`config.mk`:
```
export PLATFORM = sky130hd
export DESIGN_NAME = z_sqcsa_arb
export DESIGN_NICKNAME = d
export VERILOG_FILES = /design/src/rtl/z_sqcsa_arb.sv
export SDC_FILE = /design/constraint.sdc
export NUM_CORES = 2
export LEC_CHECK = 0
export ABC_CLOCK_PERIOD_IN_PS = 6060
export CAP_MARGIN = 15
export CORE_AREA = 2 2 482 484
export CTS_CLUSTER_SIZE = 25
export DETAILED_ROUTE_END_ITERATION = 10
export DIE_AREA = 0 0 484 486
export GPL_TIMING_DRIVEN = 0
export PLACE_DENSITY = 0.39
export SYNTH_ARGS = -nofsm -noshare
export SYNTH_HDL_FRONTEND = slang
export SYNTH_SLANG_ARGS = --single-unit
```
`constraint.sdc`:
```
create_clock -name clk -period 6.06 [get_ports clk]
set_input_delay 0.909 -clock clk [delete_from_list [all_inputs] [get_ports clk]]
set_output_delay 0.909 -clock clk [all_outputs]
set_load 0.01 [all_outputs]
```
`src/rtl/z_sqcsa_arb.sv`:
```
// z_sqcsa_arb: round-robin arbiter sharing one square-root carry-select adder among R requesters.
// Latency: accept in cycle T, EXEC in T+1, result valid from T+2 until the result handshake.
// Backpressure: req_ready only in IDLE for the granted requester; a stalled result parks the FSM in HOLD.
//
// Optional feature: define Z_SQCSA_ARB_STAT_EN to add the op_count port (saturating result counter).
//
// Ports:
//   clk, rst_n            single clock, synchronous active-low reset
//   req_valid/req_ready   per-requester handshake, at most one ready bit high
//   req_a/req_b/req_cin   per-requester operands, requester i at [i*N +: N]
//   res_valid/res_ready   result handshake
//   res_sum/res_cout      registered adder result
//   res_id                requester that owns the result
//   busy                  FSM is not idle
//   op_count              completed result handshakes (Z_SQCSA_ARB_STAT_EN only)

// z_sqcsa: square-root carry-select adder; stage j is j+2 bits wide, so K stages cover N bits.
// Latency: combinational.
// Backpressure: none, pure datapath.
module z_sqcsa #(
    parameter  int K = 15,
    localparam int N = (K + 1) * (K + 2) / 2 - 1
) (
    input  logic [N-1:0] a,
    input  logic [N-1:0] b,
    input  logic         c_in,
    output logic [N-1:0] sum,
    output logic         c_out
);

    // carry[j] is the carry into stage j
    logic [K:0] carry;

    assign carry[0] = c_in;

    for (genvar j = 0; j < K; j++) begin : g_stage
        localparam int W = j + 2;
        localparam int O = j * (j + 3) / 2;

        if (j == 0) begin : g_ripple
            // The first block sees the real carry-in directly, so no select is needed.
            assign {carry[1], sum[O +: W]} = {1'b0, a[O +: W]} + {1'b0, b[O +: W]}
                                           + {{W{1'b0}}, c_in};
        end else begin : g_select
            logic [W:0] s0;
            logic [W:0] s1;

            // Both carry-in hypotheses are evaluated in parallel; the incoming
            // carry only drives the final mux, which keeps the critical path short.
            assign s0 = {1'b0, a[O +: W]} + {1'b0, b[O +: W]};
            assign s1 = {1'b0, a[O +: W]} + {1'b0, b[O +: W]} + {{W{1'b0}}, 1'b1};

            assign sum[O +: W]  = carry[j] ? s1[W-1:0] : s0[W-1:0];
            assign carry[j + 1] = carry[j] ? s1[W]     : s0[W];
        end
    end

    assign c_out = carry[K];

endmodule

module z_sqcsa_arb #(
    parameter  int K  = 15,
    parameter  int R  = 4,
    localparam int N  = (K + 1) * (K + 2) / 2 - 1,
    localparam int TW = (R > 4) ? 3 : ((R > 2) ? 2 : 1)
) (
    input  logic            clk,
    input  logic            rst_n,
    input  logic [R-1:0]    req_valid,
    output logic [R-1:0]    req_ready,
    input  logic [R*N-1:0]  req_a,
    input  logic [R*N-1:0]  req_b,
    input  logic [R-1:0]    req_cin,
    output logic            res_valid,
    input  logic            res_ready,
    output logic [N-1:0]    res_sum,
    output logic            res_cout,
    output logic [TW-1:0]   res_id,
    output logic            busy
`ifdef Z_SQCSA_ARB_STAT_EN
    ,
    output logic [15:0]     op_count
`endif
);

    typedef enum logic [1:0] {
        S_IDLE = 2'd0,
        S_EXEC = 2'd1,
        S_HOLD = 2'd2
    } state_t;

    typedef struct packed {
        logic [N-1:0] a;
        logic [N-1:0] b;
        logic         cin;
    } opnd_t;

    state_t          state_q;
    state_t          state_d;
    logic [TW-1:0]   ptr_q;
    logic [TW-1:0]   ptr_nxt;
    logic [TW-1:0]   id_q;
    logic [TW-1:0]   gnt_idx;
    logic [TW-1:0]   sel;
    logic            gnt_vld;
    logic            accept;
    opnd_t           opnd_q;
    opnd_t           opnd_d;
    logic [N-1:0]    add_sum;
    logic            add_cout;

    // ------------------------------------------------------------------
    // Round-robin grant: first valid requester at or after ptr, wrapping.
    // Walking the offsets from far to near lets the nearest hit win.
    // ------------------------------------------------------------------
    always_comb begin
        gnt_vld = 1'b0;
        gnt_idx = '0;
        sel     = '0;
        for (int k = R - 1; k >= 0; k--) begin
            sel = TW'((int'(ptr_q) + k) % R);
            if (req_valid[sel]) begin
                gnt_vld = 1'b1;
                gnt_idx = sel;
            end
        end
    end

    assign ptr_nxt = (gnt_idx == TW'(R - 1)) ? '0 : gnt_idx + TW'(1);

    // Operands of the winner, captured only on an IDLE accept.
    always_comb begin
        opnd_d.a   = req_a[gnt_idx * N +: N];
        opnd_d.b   = req_b[gnt_idx * N +: N];
        opnd_d.cin = req_cin[gnt_idx];
    end

    // ------------------------------------------------------------------
    // Shared adder: its inputs come straight from the operand registers,
    // so they only move when a new request is accepted.
    // ------------------------------------------------------------------
    z_sqcsa #(
        .K (K)
    ) u_add (
        .a     (opnd_q.a),
        .b     (opnd_q.b),
        .c_in  (opnd_q.cin),
        .sum   (add_sum),
        .c_out (add_cout)
    );

    // ------------------------------------------------------------------
    // FSM next state and handshake outputs
    // ------------------------------------------------------------------
    always_comb begin
        state_d   = state_q;
        req_ready = '0;
        res_valid = 1'b0;
        busy      = 1'b0;
        accept    = 1'b0;
        case (state_q)
            S_IDLE: begin
                // Ready is masked while reset is asserted so no requester
                // believes it was accepted by a transfer the reset discards.
                if (gnt_vld && rst_n) begin
                    req_ready[gnt_idx] = 1'b1;
                    accept             = 1'b1;
                    state_d            = S_EXEC;
                end
            end
            S_EXEC: begin
                busy    = 1'b1;
                state_d = S_HOLD;
            end
            S_HOLD: begin
                busy      = 1'b1;
                res_valid = 1'b1;
                if (res_ready) begin
                    state_d = S_IDLE;
                end
            end
            default: begin
                state_d = S_IDLE;
            end
        endcase
    end

    // ------------------------------------------------------------------
    // State, pointer, operand and result registers
    // ------------------------------------------------------------------
    always_ff @(posedge clk) begin
        if (!rst_n) begin
            state_q  <= S_IDLE;
            ptr_q    <= '0;
            id_q     <= '0;
            opnd_q   <= '0;
            res_sum  <= '0;
            res_cout <= 1'b0;
            res_id   <= '0;
        end else begin
            state_q <= state_d;
            if (accept) begin
                opnd_q <= opnd_d;
                id_q   <= gnt_idx;
                ptr_q  <= ptr_nxt;
            end
            // The adder has had the whole EXEC cycle to settle.
            if (state_q == S_EXEC) begin
                res_sum  <= add_sum;
                res_cout <= add_cout;
                res_id   <= id_q;
            end
        end
    end

`ifdef Z_SQCSA_ARB_STAT_EN
    // Completed-result counter; sticks at all-ones rather than wrapping.
    always_ff @(posedge clk) begin
        if (!rst_n) begin
            op_count <= '0;
        end else if (res_valid && res_ready && (op_count != 16'hFFFF)) begin
            op_count <= op_count + 16'd1;
        end
    end
`endif

endmodule

```
==> impl_metrics.tcl <==
set metrics [dict create \
    initial_core_util_pct 13.00 \
    maxCapViolCount 0 \
    avgSynthCellArea_sq_um 6.541 \
    ir_drop_uv 229.4 \
    rows 176 \
    setup_slack_ps -610.1 \
    antenna_found_initial 54 \
    period_needed_ps 6670 \
    layoutNonFillerInstCount 9017 \
    syn_area_sq_um 29830 \
    path_max_fanout 5 \
    track_usage_pct 18.95 \
    violations "setup timing" \
    seq_area_frac_synth_pct 27.85 \
    fin_util_pct 21.73 \
    required_ps 6550 \
    synth_cell_types 68 \
    area_growth_pct 67.15 \
    hpwl_mm 198.4 \
    placed_cell_area_sq_um 46670 \
    grt_first_pass_wirelength_mm 311.0 \
    layout-drive-gt1-share_pct 5.545 \
    grt_remaining_overflow 0 \
    vias_per_cell 4.177 \
    maxSlewViolCount 0 \
    total_power_mw 15.44 \
    finClkSkew_ps 22.52 \
    finalSetupViolCount 43 \
    fin_nets 7187 \
    crit_path_start_kind "flip-flop" \
    first_global_vias 37896 \
    wirelength_mm 232.9 \
    clockBufferDepth 3 \
    yosys_warnings 0 \
    drt_first_iter_violations 2056 \
    grt_max_degree 21 \
    yosys.area.top_type "dfxtp_1" \
    worst_slew_pin_slew_ps 1160 \
    final_cell_mix "1,233 x clkdlybuf4s50_1, 920 x nor2_1, 696 x nand2_1, 561 x o21ai_0, 518 x nand3_1" \
    timing.final.crit_share_pct 110.1 \
    final_cell_area_sq_um 49860 \
    htree_levels 2 \
    critPathKind "flip-flop to flip-flop" \
    crit_path_end_kind "flip-flop" \
    vias 37668 \
    clock_sinks 415 \
    synth-seq-cells 415 \
    cts-root-buf "clkbuf_16" \
    relSlewSlack_pct 22.68 \
    drtAntennaViolNets 0 \
    dpl.cell_count 8852 \
    cts_tree "done" \
    synthArstFlopShare_pct 0 \
    firstDrtPassIters 5 \
    netlist_top_cells_area "dfxtp_1 28%, nor2_1 12%, o21ai_0 9.4%" \
    drc 0 \
    hold_viol 0 \
    status "finished with violations" \
    rsz0062_at_grt "true" \
    ff2ff_setup_slack_ps -610 \
    p_per_area_nw_per_um2 309.6 \
    fmax_mhz 149.9 \
    gp_congestion 0.9169 \
    final_common_cell "clkdlybuf4s50_1" \
    ys.flop_type "dfxtp_1" \
    clock_latency_ps 670 \
    cts_inserted_buffers 58 \
    wl_per_cell_microns 25.83 \
    synth_top_area_share_pct 27.85 \
    io_pins 1235 \
    die_h_microns 486 \
    p_leak_nw 19.13 \
    port_buffers 1233 \
    synth_edf_count 0 \
    synthCells 4560 \
    clkTransAtPathRegs_ps 60 \
    crit_arrival_ps 7160 \
    hold_path.class "flip-flop to flip-flop" \
    die_area_sq_um 235200 \
    synth_nets 5822 \
    core_sq_um 229500 \
    die_w_microns 484 \
]
## metal layers
metal  wire, microns  share of wire (%)  GRT usage, %  vias up
met3           16470                7.1         4.532      172
met1          100600                 43         23.67    17883
li1                -                  -             -    18260
met4            5069                2.2         4.039       10
met5              67              0.029             0        -
met2          110700                 48         32.79     1343
## state kept, by name, indices dropped and copies added, names as in the netlist
register,count
id_q,2
opnd_q,271
ptr_q,2
res_cout,1
res_id,2
res_sum,135
state_q,2
## where the power goes
part | leakage (nW) | total (mW) | switching, mW | internal (mW)
sequential | 3.44 | 3.76 | 0.471 | 3.29
clock | 1.03 | 3.84 | 1.48 | 2.36
combinational | 14.7 | 7.84 | 4.81 | 3.02
total | 19.1 | 15.4 | 6.77 | 8.67
## worst max-delay path, stage by stage, from the launching register on
cell and delay, ps:
dfxtp_4 360, ha_4 160, inv_2 50, fa_2 430
inv_2 100, ha_4 160, nand2_4 50, nor3_4 140
a21oi_2 90, nor3b_2 180, buf_4 160, mux2i_4 330
mux2i_4 410, mux2i_4 390, mux2i_4 370, mux2i_4 390
mux2i_4 420, mux2i_4 390, mux2i_4 300, buf_12 150
mux2i_4 240, buf_12 140, mux2i_4 240, buf_12 170
mux2i_4 340, a31o_2 200, a31oi_1 70
## Yosys cell counts, drive strengths merged (33+ instances only)
library cell / instances
a211oi: 79
a21o: 33
a21oi: 156
a311oi: 47
and3: 44
clkbuf: 303
dfxtp: 415
ha: 155
inv: 125
mux2i: 38
nand2: 701
nand3: 525
nor2: 924
o21ai: 561
o21bai: 42
xnor2: 120
xor2: 74
## area by class of cell
class,count,area (sq um)
fillers,26009,179600
repair buffers,1310,13390
diodes,22,55.05
multi-input cells,3701,20490
plain buffers,314,1245
inverters,125,469.2
flip-flops and latches,415,8329
clock inverters,27,407.9
clock buffers,77,1684
well taps,3026,3786
## logic make-up (layout without fill, tap and decap cells)
group                    Yosys count  in the layout  synth area share [%]
AND/OR/NAND/NOR                 2331           2331                 33.18
AO/OA/AOI/OAI                    966            966                 18.59
buffers and inverters            445           1853                 5.629
flip-flops                       415            415                 27.85
XOR/XNOR                         194            194                 5.810
adder cells (fa/ha/maj)          171            171                 7.576
multiplexers                      38             39                 1.355
other                              0             22                     0
## path summary, 6_finish.rpt
| kind | cells after the start | endpoint | from |
|---|---|---|---|
| hold / removal | 2 | res_sum[47] | res_sum[47] |
| setup / recovery | 26 | res_sum[129] | opnd_q[6] |
| hold reg to reg | 2 | res_sum[47] | res_sum[47] |
| setup reg to reg | 26 | res_sum[129] | opnd_q[6] |
## repair_timing
action / 4_1_cts / 5_1_grt
pin swaps: 28 / 50
setup buffers: 19 / 24
gates resized for setup: 62 / 77
cloned: 2 / 0
endpoints found under the setup margin: 84 / 67
hold buffers: 0 / 0
## per-stage QoR
stage                     setup TNS (ps)  hold WS, ps  setup slack, ps
after CTS                         -19950        467.7           -696.8
after floorplan                        0        443.7            7.415
after global placement          -1084250        452.1            -5706
final                             -16010        461.3           -610.1
after detailed placement         -153760        457.7            -3129
after global routing              -27060        484.1           -847.5
(Power assumes the default switching activity.)
